==> config.mk <==
export PLATFORM = sky130hd
export DESIGN_NAME = ex_mem_stage
export DESIGN_NICKNAME = d
export VERILOG_FILES = /design/src/rtl/ex_mem_pkg.sv /design/src/rtl/ex_mem_skid_buf.sv /design/src/rtl/ex_mem_stage.sv
export SDC_FILE = /design/constraint.sdc
export NUM_CORES = 1
export LEC_CHECK = 0
export BUFFER_PORTS_ARGS = -buffer_cell sky130_fd_sc_hd__buf_2
export CORE_MARGIN = 3
export CORE_UTILIZATION = 35
export DETAILED_ROUTE_END_ITERATION = 16
export HOLD_SLACK_MARGIN = 0.1
export SYNTH_ARGS = -nofsm -noshare
export SYNTH_HDL_FRONTEND = slang
export SYNTH_SLANG_ARGS = --single-unit
==> constraint.sdc <==
create_clock -name Clk -period 6.9 [get_ports Clk]
set_input_delay 0.345 -clock Clk [delete_from_list [all_inputs] [get_ports Clk]]
set_output_delay 0.345 -clock Clk [all_outputs]
set_load 0.01 [all_outputs]
==> src/rtl/ex_mem_pkg.sv <==
// Shared types and constants for the EX/MEM pipeline register.
// The entry struct is sized for the default datapath configuration.
package ex_mem_pkg;
   localparam int DATA_W_DEF = 64;
   localparam int REG_AW_DEF = 5;
   localparam int CTRL_W     = 4;

   // Ctrl bus bit positions: {RegWrite, MemToReg, MemRead, MemWrite}
   localparam int CTRL_REGWRITE = 3;
   localparam int CTRL_MEMTOREG = 2;
   localparam int CTRL_MEMREAD  = 1;
   localparam int CTRL_MEMWRITE = 0;

   typedef struct packed {
      logic [DATA_W_DEF-1:0] result;
      logic [DATA_W_DEF-1:0] store_data;
      logic [DATA_W_DEF-1:0] target;
      logic [REG_AW_DEF-1:0] rd;
      logic [CTRL_W-1:0]     ctrl;
      logic                  pcsrc;
   } ex_mem_entry_t;
endpackage

==> src/rtl/ex_mem_skid_buf.sv <==
// Two-entry (main + skid) buffer. in_ready depends only on the registered
// skid occupancy, gated by reset and flush, so OutReady never reaches InReady.
module ex_mem_skid_buf
   import ex_mem_pkg::*;
#(
   parameter type entry_t = ex_mem_entry_t
)(
   input  logic   clk,
   input  logic   rst,
   input  logic   flush,
   input  logic   in_valid,
   output logic   in_ready,
   input  entry_t in_entry,
   output logic   out_valid,
   input  logic   out_ready,
   output entry_t out_entry
);
   logic   main_vld, skid_vld, in_fire;
   entry_t main_q, skid_q;

   assign in_ready  = !rst && !flush && !skid_vld;
   assign in_fire   = in_valid && in_ready;
   assign out_valid = main_vld;
   assign out_entry = main_q;

   always_ff @(posedge clk or posedge rst) begin
      if (rst) begin
         main_vld <= 1'b0;
         skid_vld <= 1'b0;
         main_q   <= '0;
         skid_q   <= '0;
      end else if (flush) begin
         main_vld <= 1'b0;
         skid_vld <= 1'b0;
      end else if (!main_vld || out_ready) begin
         // main slot frees up: the skid entry is older than anything incoming
         if (skid_vld) begin
            main_vld <= 1'b1;
            main_q   <= skid_q;
            skid_vld <= 1'b0;
         end else begin
            main_vld <= in_fire;
            if (in_fire) main_q <= in_entry;
         end
      end else if (in_fire) begin
         skid_vld <= 1'b1;
         skid_q   <= in_entry;
      end
   end
endmodule

==> src/rtl/ex_mem_stage.sv <==
// EX/MEM pipeline register with valid/ready handshake and flush.
// Define EX_MEM_SKID_EN for the two-entry skid buffer with registered InReady.
module ex_mem_stage
   import ex_mem_pkg::*;
#(
   parameter int DATA_W = DATA_W_DEF,
   parameter int REG_AW = REG_AW_DEF
)(
   input  logic              Clk,
   input  logic              Rst,
   input  logic              InValid,
   output logic              InReady,
   input  logic [DATA_W-1:0] ALUResult,
   input  logic              Zero,
   input  logic [DATA_W-1:0] StoreData,
   input  logic [REG_AW-1:0] Rd,
   input  logic [CTRL_W-1:0] Ctrl,
   input  logic              Branch,
   input  logic              Uncond,
   input  logic [DATA_W-1:0] BranchTarget,
   input  logic              Flush,
   output logic              OutValid,
   input  logic              OutReady,
   output logic [DATA_W-1:0] OutALUResult,
   output logic [DATA_W-1:0] OutStoreData,
   output logic [DATA_W-1:0] OutBranchTarget,
   output logic [REG_AW-1:0] OutRd,
   output logic [CTRL_W-1:0] OutCtrl,
   output logic              PCSrc
);
   // Same field layout as ex_mem_entry_t, sized by this instance's parameters
   typedef struct packed {
      logic [DATA_W-1:0] result;
      logic [DATA_W-1:0] store_data;
      logic [DATA_W-1:0] target;
      logic [REG_AW-1:0] rd;
      logic [CTRL_W-1:0] ctrl;
      logic              pcsrc;
   } entry_t;

   entry_t in_ent, out_ent;
   logic   out_vld;

   always_comb begin
      in_ent            = '0;
      in_ent.result     = ALUResult;
      in_ent.store_data = StoreData;
      in_ent.target     = BranchTarget;
      in_ent.rd         = Rd;
      in_ent.ctrl       = Ctrl;
      in_ent.pcsrc      = Uncond | (Branch & Zero);
   end

`ifdef EX_MEM_SKID_EN
   ex_mem_skid_buf #(.entry_t(entry_t)) u_skid (
      .clk       (Clk),
      .rst       (Rst),
      .flush     (Flush),
      .in_valid  (InValid),
      .in_ready  (InReady),
      .in_entry  (in_ent),
      .out_valid (out_vld),
      .out_ready (OutReady),
      .out_entry (out_ent)
   );
`else
   entry_t ent_q;
   logic   vld_q;

   assign InReady = !Rst && !Flush && (!vld_q || OutReady);
   assign out_vld = vld_q;
   assign out_ent = ent_q;

   always_ff @(posedge Clk or posedge Rst) begin
      if (Rst) begin
         vld_q <= 1'b0;
         ent_q <= '0;
      end else if (Flush) begin
         vld_q <= 1'b0;
      end else if (InReady) begin
         // slot is empty or draining this edge
         vld_q <= InValid;
         if (InValid) ent_q <= in_ent;
      end
   end
`endif

   assign OutValid        = out_vld;
   assign OutALUResult    = out_vld ? out_ent.result     : '0;
   assign OutStoreData    = out_vld ? out_ent.store_data : '0;
   assign OutBranchTarget = out_vld ? out_ent.target     : '0;
   assign OutRd           = out_vld ? out_ent.rd         : '0;
   assign OutCtrl         = out_vld ? out_ent.ctrl       : '0;
   assign PCSrc           = out_vld & out_ent.pcsrc;
endmodule

; Word level (Yosys, flattened, before mapping)
; Index checks and enable logic that the tools add are counted.
[classes]
n_mux = 7
n_bitwise = 4
n_reduce_logical = 8
[op_table]
columns = cell, count
row1 = 64-bit two-way mux, 3
row2 = 5-bit two-way mux, 1
row3 = 4-bit two-way mux, 1
row4 = 1-bit logical NOT, 3
row5 = 3-bit AND reduction, 1
row6 = 1-bit bitwise AND, 2
row7 = 1-bit logical AND, 2
row8 = 1-bit two-way mux, 2
row9 = 2-bit nonzero test, 1
row10 = 1-bit logical OR, 1
row11 = 1-bit NOT, 1
row12 = 1-bit OR, 1
[word_totals]
regBits = 203
inputBits = 209
elab_cells = 26

; Depth between registers and ports, before layout
; Gate-level depths: netlist of the first run.
[depth]
ltp_word = 5
mapped_depth = 5
ltp_nobuf = 3

; Least setup slack after synthesis of the first run
; No wires, ideal clock.
[synth_path]
kind = flip-flop to flip-flop
startpoint = register vld_q (netlist: OutValid)
endpoint = register ent_q[137] in the netlist's numbering
setup_ns = 0.125
arrival_ns = 1.683
required_ns = 6.775
slack_ns = 5.092
path_stages_with_launch = 6
period_less_slack_ns = 1.808
cell_sequence = dfrtp_1 buf_2 a2111oi_4 buf_2 buf_2 mux2_2
[synth_via]
elab_chain_len = 4
[synth_rtl]
columns = item, line
row1 = start: declaration, ex_mem_stage.sv:68  ; logic vld_q;
row2 = start signal: assignment, ex_mem_stage.sv:82  ; vld_q <= InValid;
row3 = 1-bit logical NOT, ex_mem_stage.sv:70  ; assign InReady = !Rst && !Flush && (!vld_q || OutReady);
row4 = 1-bit logical OR, ex_mem_stage.sv:70
row5 = 1-bit logical AND, ex_mem_stage.sv:70
row6 = 3-bit AND reduction (no line), -
row7 = end signal: assignment, ex_mem_stage.sv:83  ; if (InValid) ent_q <= in_ent;
row8 = end: declaration, ex_mem_stage.sv:67  ; entry_t ent_q;
; No other way between the ends.
; A chain may end at the register's enable or synchronous reset.

; Worst setup path after layout of the first run
[layout_path]
startpoint = register vld_q (netlist: OutValid)
endpoint = output OutALUResult[3]
[layout_via]
elab_chain_len = 1
[layout_rtl]
columns = item, line
row1 = 64-bit two-way mux, ex_mem_stage.sv:89  ; assign OutALUResult = out_vld ? out_ent.result : '0;
row2 = end: declaration, ex_mem_stage.sv:24  ; output logic [DATA_W-1:0] OutALUResult,
; No other way between the ends.

==> summary.md, run 1 <==
| Metric | Value |
|---|---|
| First-pass GRT wire length | 39.82 mm |
| Die Area | 27,420 um^2 |
| Layout cells sized above 1 | 45.38% |
| Remaining global-route overflow | 0 |
| Max Freq | 315.9 MHz |
| Routed wire length | 25.88 mm |
| Mean post-synth cell area | 13.48 um^2 |
| Final hold vios | 0 |
| Worst-Skew Late Latency | 0.50 ns |
| PortBufs | 412 |
| H-tree Lvls | 1 |
| Final setup fails | 0 |
| PD cells | 246.4 nW/um^2 |
| Post-Synth Adder-Cell Area | 0% |
| Total global-route track usage | 17.97% |
| Commonest non-fill, non-tap cells in the layout | buf_2 (412), and2_1 (202), dfrtp_1 (202), dlygate4sd3_1 (201), mux2_2 (124) |
| Sum Neg Setup Slack | 0 ns |
| Initial core utilization | 36.12% |
| Largest family of logic cells by synthesized area | multiplexers |
| Xor/xnor share of the synthesized area | 0% |
| Status | finished clean |
| Vias in the first global route | 7,758 |
| Wire per inst | 16.17 um |
| Post-CTS Setup Bufs | 0 |
| CTS buffer count | 24 |
| CP max-delay cell | dfrtp_4 |
| Worst path arrival time | 2.82 ns |
| Crit Reg-Reg Endpoint | ent_q[6] |
| Worst-path cell chain | buf_4 > and2_1 > buf_2 |
| Routed Antenna Nets | 0 |
| Worst r2r src | OutValid |
| Worst EP required | 6.55 ns |
| Post-cts resize count | 0 |
| Worst min-delay path class | in -> async |
| GP Congestion | 0.7787 |
| Worst R2R Path Depth | 3 |
| Worst R2R Setup Slack | 4.28 ns |
| Root Buffer | clkbuf_16 |
| N_diodes | 0 |
| Worst Clk Skew | 0.01219 ns |
| Placed Cells incl. Taps | 1,356 |
| Startpoint Class | flop |
| Width of the chip | 165.6 um |
| Final hold slack | 0.07999 ns |
| CTS tree | yes |
| IO Count | 413 |
| Synthesis-stage register bit count | 203 |
| Initial antenna violation count | 0 |
| Core area | 24,680 um^2 |
| Final Max Tran Viols | 0 |
| Sequential area share after synthesis | 56.99% |
| Mux share of post-synthesis cell area | 25.51% |
| Leakage | 6.972 nW |
| # clock sinks | 203 |
| Drt pass-1 iters | 4 |
| Slew headroom | 35.14% |
| Cells after Synth | 661 |
| Worst ir drop on vdd | 0.1620 mV |
| Clock period minus worst slack | 3.165 ns |
| Syn nets | 870 |
| Commonest non-fill, non-tap cell in the layout | buf_2 |
| Critical path's largest stage delay | 0.93 ns |
| Pin count of the biggest net entering global routing | 175 |
| FP Rows | 57 |
| CP Capture Type | output port |
| RSZ-0062 raised after global routing | no |
| Post-synth top area share | 56.99% |
| Worst path bufs/invs | 2 |
| Unique cell type count in the Yosys netlist | 14 |
| Final #Nets | 1,468 |
| Top fanout value on the critical path | 109 |
| Synth Cell Area | 8914 um^2 |
| Crit Path Class | reg -> out |
| Period utilization | 45.87% |
| Layout area overhead | 57.37% |
| Synth top area cells | dfrtp_1 (57%), mux2_2 (16%), and2_1 (14%) |
| DR vias | 7,139 |
| Synth area leader | dfrtp_1 |
| Worst Tran Pin Value | 0.9729 ns |
| Crit path max-delay family | flip-flops |
| Post-synthesis compound-gate area fraction | 0.5334% |
| Simple-gate area share of the yosys netlist | 14.25% |
| Non-Filler Instances | 1,600 |
| Max Cap Violations | 0 |
| Die height | 165.6 um |
| Clock transition at the registers of the reported paths | 0.06 ns |
| Iter 0 DRT Violations | 363 |
| DRC Markers | 0 |
| Number of warning messages in the yosys log | 0 |
| Via-to-Cell Ratio | 4.462 |
| Detail Placement HPWL | 16.58 mm |
| Max clock buf depth | 3 |
==> layer usage <==
| metal | GRT usage (%) | vias to the layer above | wire, um | part of all wire (%) |
|---|---|---|---|---|
| met3 | 3.268 | 66 | 1699 | 6.6 |
| met4 | 7.448 | 0 | 1083 | 4.2 |
| met1 | 20.72 | 3420 | 9808 | 38 |
| li1 | - | 3393 | - | - |
| met5 | 0 | - | 0 | 0 |
| met2 | 32.72 | 260 | 13280 | 51 |
==> Yosys cell counts (all sizes together) <==
cell type  instances
dfrtp            203
clkbuf            22
a2111oi            1
nand2b             1
a211oi             1
and2             202
inv                4
buf               23
a21oi              1
o21bai             1
mux2             201
mux2i              1
==> logic make-up after synthesis <==
logic type,Yosys count
compound gates,4
buf+inv,49
flops,203
mux,202
simple gates,203
==> worst register-to-register path, stage by stage (launching register included) <==
cell	delay [ns]
dfrtp_4	0.76
a2111oi_4	0.49
buf_12	0.72
mux2_2	0.54
==> report_power, final <==
group	switching (mW)	total, mW	internal (mW)
clock	0.481	1.27	0.787
sequential	0.114	1.55	1.44
combinational	0.253	0.637	0.383
==> sequential cells by signal, summed over array words and instances, names as in the netlist <==
name	flops
ent_q	202
OutValid	1
==> how the worst max path moves through the flow <==
stage | start | to | slack [ns] | cells after the start
after floorplan | Rst | OutValid | 1.02 | 1
after global placement | OutValid | ent_q[58] | 4.25 | 3
final | OutValid | OutALUResult[3] | 3.73 | 3
after global routing | OutValid | InReady | 3.55 | 3
after detailed placement | OutValid | ent_q[61] | 4.25 | 3
after CTS | OutValid | InReady | 3.74 | 3
==> metrics by stage <==
step | util (%) | cell area (um^2) | total power [mW] | setup WS [ns]
floorplan | - | 8914 | 1.893 | 1.016
global placement | 45.42 | 11210 | 2.098 | 4.253
finish | 56.85 | 14030 | 3.457 | 3.735
CTS | 56.80 | 14020 | 3.504 | 3.735
detailed placement | 45.42 | 11210 | 2.123 | 4.251
global route | 56.85 | 14030 | 3.652 | 3.546
==> timing repair <==
action / 4_1_cts / 5_1_grt
hold buffers: 200 / 1
endpoints found under the setup margin: 0 / 0
endpoints found under the hold margin: 200 / 1
==> area by class of cell <==
class,count,area [um^2]
clock inverter,3,46.29
multi-input combinational,409,3591
clock buffer,40,762.0
timing repair buffer,617,4116
inverter,4,22.52
fill,2052,10650
sequential,203,5084
tap,324,405.4
Note: power is estimated with default switching activity, not from simulation.
==> run 2: changes to the inputs <==
Clock period 6.9 ns to 3 ns, I/O delays scaled along.
==> summary.md, run 2 (synthesis gave the netlist of run 1 again) <==
| Metric | Value |
|---|---|
| Status | finished clean |
| Drt pass-1 iters | 4 (unchanged) |
| CP Capture Type | output port |
| First-pass GRT wire length | 39.67 mm (-0.38%) |
| IO Count | 413 (unchanged) |
| H-tree Lvls | 1 (unchanged) |
| Pin count of the biggest net entering global routing | 206 (+18%) |
| PD cells | 545.1 nW/um^2 (+120%) |
| Core area | 24,680 um^2 (unchanged) |
| Worst Tran Pin Value | 0.7935 ns (-0.1794 ns) |
| DRC Markers | 0 (unchanged) |
| Sum Neg Setup Slack | 0 ns (unchanged) |
| Largest register by flop count | ent_q |
| Max Cap Violations | 0 (unchanged) |
| Top fanout value on the critical path | 205 (+88%) |
| DR vias | 7,197 (+0.81%) |
| Clock transition at the registers of the reported paths | 0.06 ns (about the same) |
| Worst Clk Skew | 0.008740 ns (-0.003447 ns) |
| RSZ-0062 raised after global routing | no |
| Crit path max-delay family | buffers and inverters |
| Iter 0 DRT Violations | 287 (-21%) |
| GP Congestion | 0.7908 (+1.6%) |
| Initial core utilization | 36.12% (unchanged) |
| Crit Path Class | reg -> out |
| Layout area overhead | 57.87% |
| PortBufs | 412 (unchanged) |
| Worst-Skew Late Latency | 0.49 ns (about the same) |
| Total global-route track usage | 17.98% (about the same) |
| Worst-path cell chain | buf_12 > and2_1 > buf_2 |
| Max Freq | 475.4 MHz |
| Commonest non-fill, non-tap cell in the layout | buf_2 |
| Routed Antenna Nets | 0 (unchanged) |
| Routed wire length | 26.05 mm (+0.67%) |
| Worst ir drop on vdd | 0.3678 mV (+130%) |
| Width of the chip | 165.6 um (unchanged) |
| FP Rows | 57 (unchanged) |
| Worst slack, placed | 0.9961 ns (-3.254 ns) |
| Worst hold path depth | 4 |
| Root Buffer | clkbuf_16 |
| CTS tree | yes |
| # clock sinks | 203 (unchanged) |
| Worst min-delay path class | in -> reg |
| Initial antenna violation count | 0 (unchanged) |
| Vias in the first global route | 7,614 (-1.9%) |
| Detail Placement HPWL | 16.91 mm (+2.0%) |
| Max clock buf depth | 3 (unchanged) |
| Commonest non-fill, non-tap cells in the layout | buf_2 (412), dlygate4sd3_1 (205), and2_1 (202), dfrtp_1 (202), mux2_2 (124) |
| Die Area | 27,420 um^2 (unchanged) |
| Clock period minus worst slack | 2.103 ns |
| Layout cells sized above 1 | 45.67% (+0.30 points) |
| Slew headroom | 46.99% (+12 points) |
| Critical path's largest stage delay | 0.48 ns (-0.45 ns) |
| Worst path bufs/invs | 2 (unchanged) |
| Worst path depth | 3 (unchanged) |
| Placed Cells incl. Taps | 1,364 (+0.59%) |
| CTS buffer count | 23 (-4.2%) |
| Period utilization | 70.11% |
| Remaining global-route overflow | 0 (unchanged) |
| Worst R2R Path Depth | 4 (+1) |
| Non-Filler Instances | 1,607 (+0.44%) |
| Final hold vios | 0 (unchanged) |
| Final #Nets | 1,479 (+0.75%) |
| Die height | 165.6 um (unchanged) |
| Wire per inst | 16.21 um (+0.23%) |
| Leakage | 6.995 nW (+0.34%) |
| Final hold slack | 0.1632 ns (+0.08325 ns) |
| Via-to-Cell Ratio | 4.479 (+0.37%) |
| Worst path arrival time | 1.95 ns (-0.87 ns) |
| Final Max Tran Viols | 0 (unchanged) |
| Final worst slack | 0.8966 ns (-2.838 ns) |
| Max reg flops | 202 (unchanged) |
| Final setup fails | 0 (unchanged) |
| CP max-delay cell | buf_12 |
| N_diodes | 0 (unchanged) |
| Startpoint Class | flop |
| Post-CTS Setup Bufs | 0 (unchanged) |
| Worst EP required | 2.85 ns (-3.70 ns) |
==> run 2: worst paths after layout <==
check / startpoint / to / slack (ns)
setup reg to reg: OutValid / ent_q[180] / 1.00
setup / recovery: OutValid / OutBranchTarget[59] / 0.90
hold / removal: OutReady / OutValid / 0.16
hold reg to reg: ent_q[115] / ent_q[115] / 0.47
max in group asynchronous: Rst / ent_q[194] / 1.77
min in group asynchronous: Rst / ent_q[86] / 0.42
==> run 2: metrics by stage <==
stage / area (um^2) / total power, mW / util [%]
floorplan: 8917 / 4.355 / -
global placement: 11330 / 4.849 / 45.90
detailed placement: 11330 / 4.902 / 45.90
CTS: 14070 / 7.770 / 57.03
global route: 14070 / 8.094 / 57.03
finish: 14070 / 7.670 / 57.03
==> run 2: area by class of cell <==
type,count,area [um^2]
Fill cell,2073,10600
Sequential cell,203,5084
Timing Repair Buffer,629,4279
Multi-Input combinational cell,409,3591
Clock buffer,31,655.6
Tap cell,324,405.4
Clock inverter,7,38.79
Inverter,4,18.77
==> run 2: power breakdown <==
group / internal, mW / total [mW] / switching [mW]
logic: 0.899 / 1.51 / 0.611
registers: 3.31 / 3.55 / 0.244
clock network: 1.52 / 2.61 / 1.09
total: 5.73 / 7.67 / 1.94
==> run 2: what timing repair did <==
action,in CTS,in global routing
hold buffers,205,0
gates resized for setup,0,0
hold endpoints to repair,234,0
==> run 2: per-layer routing <==
layer  global-route usage, %  share of wire [%]  up-vias
met3                   4.041                7.5       62
met1                   20.63                 38     3444
met5                       0                  0        -
li1                        -                  -     3425
met2                   32.71                 51      266
met4                   6.578                3.6        0
==> run 2: worst reg2reg max path, cell delays in order, from the launching register on <==
cell,delay (ns)
dfrtp_4,0.50
a2111oi_4,0.38
buf_12,0.27
buf_4,0.34
mux2_2,0.38
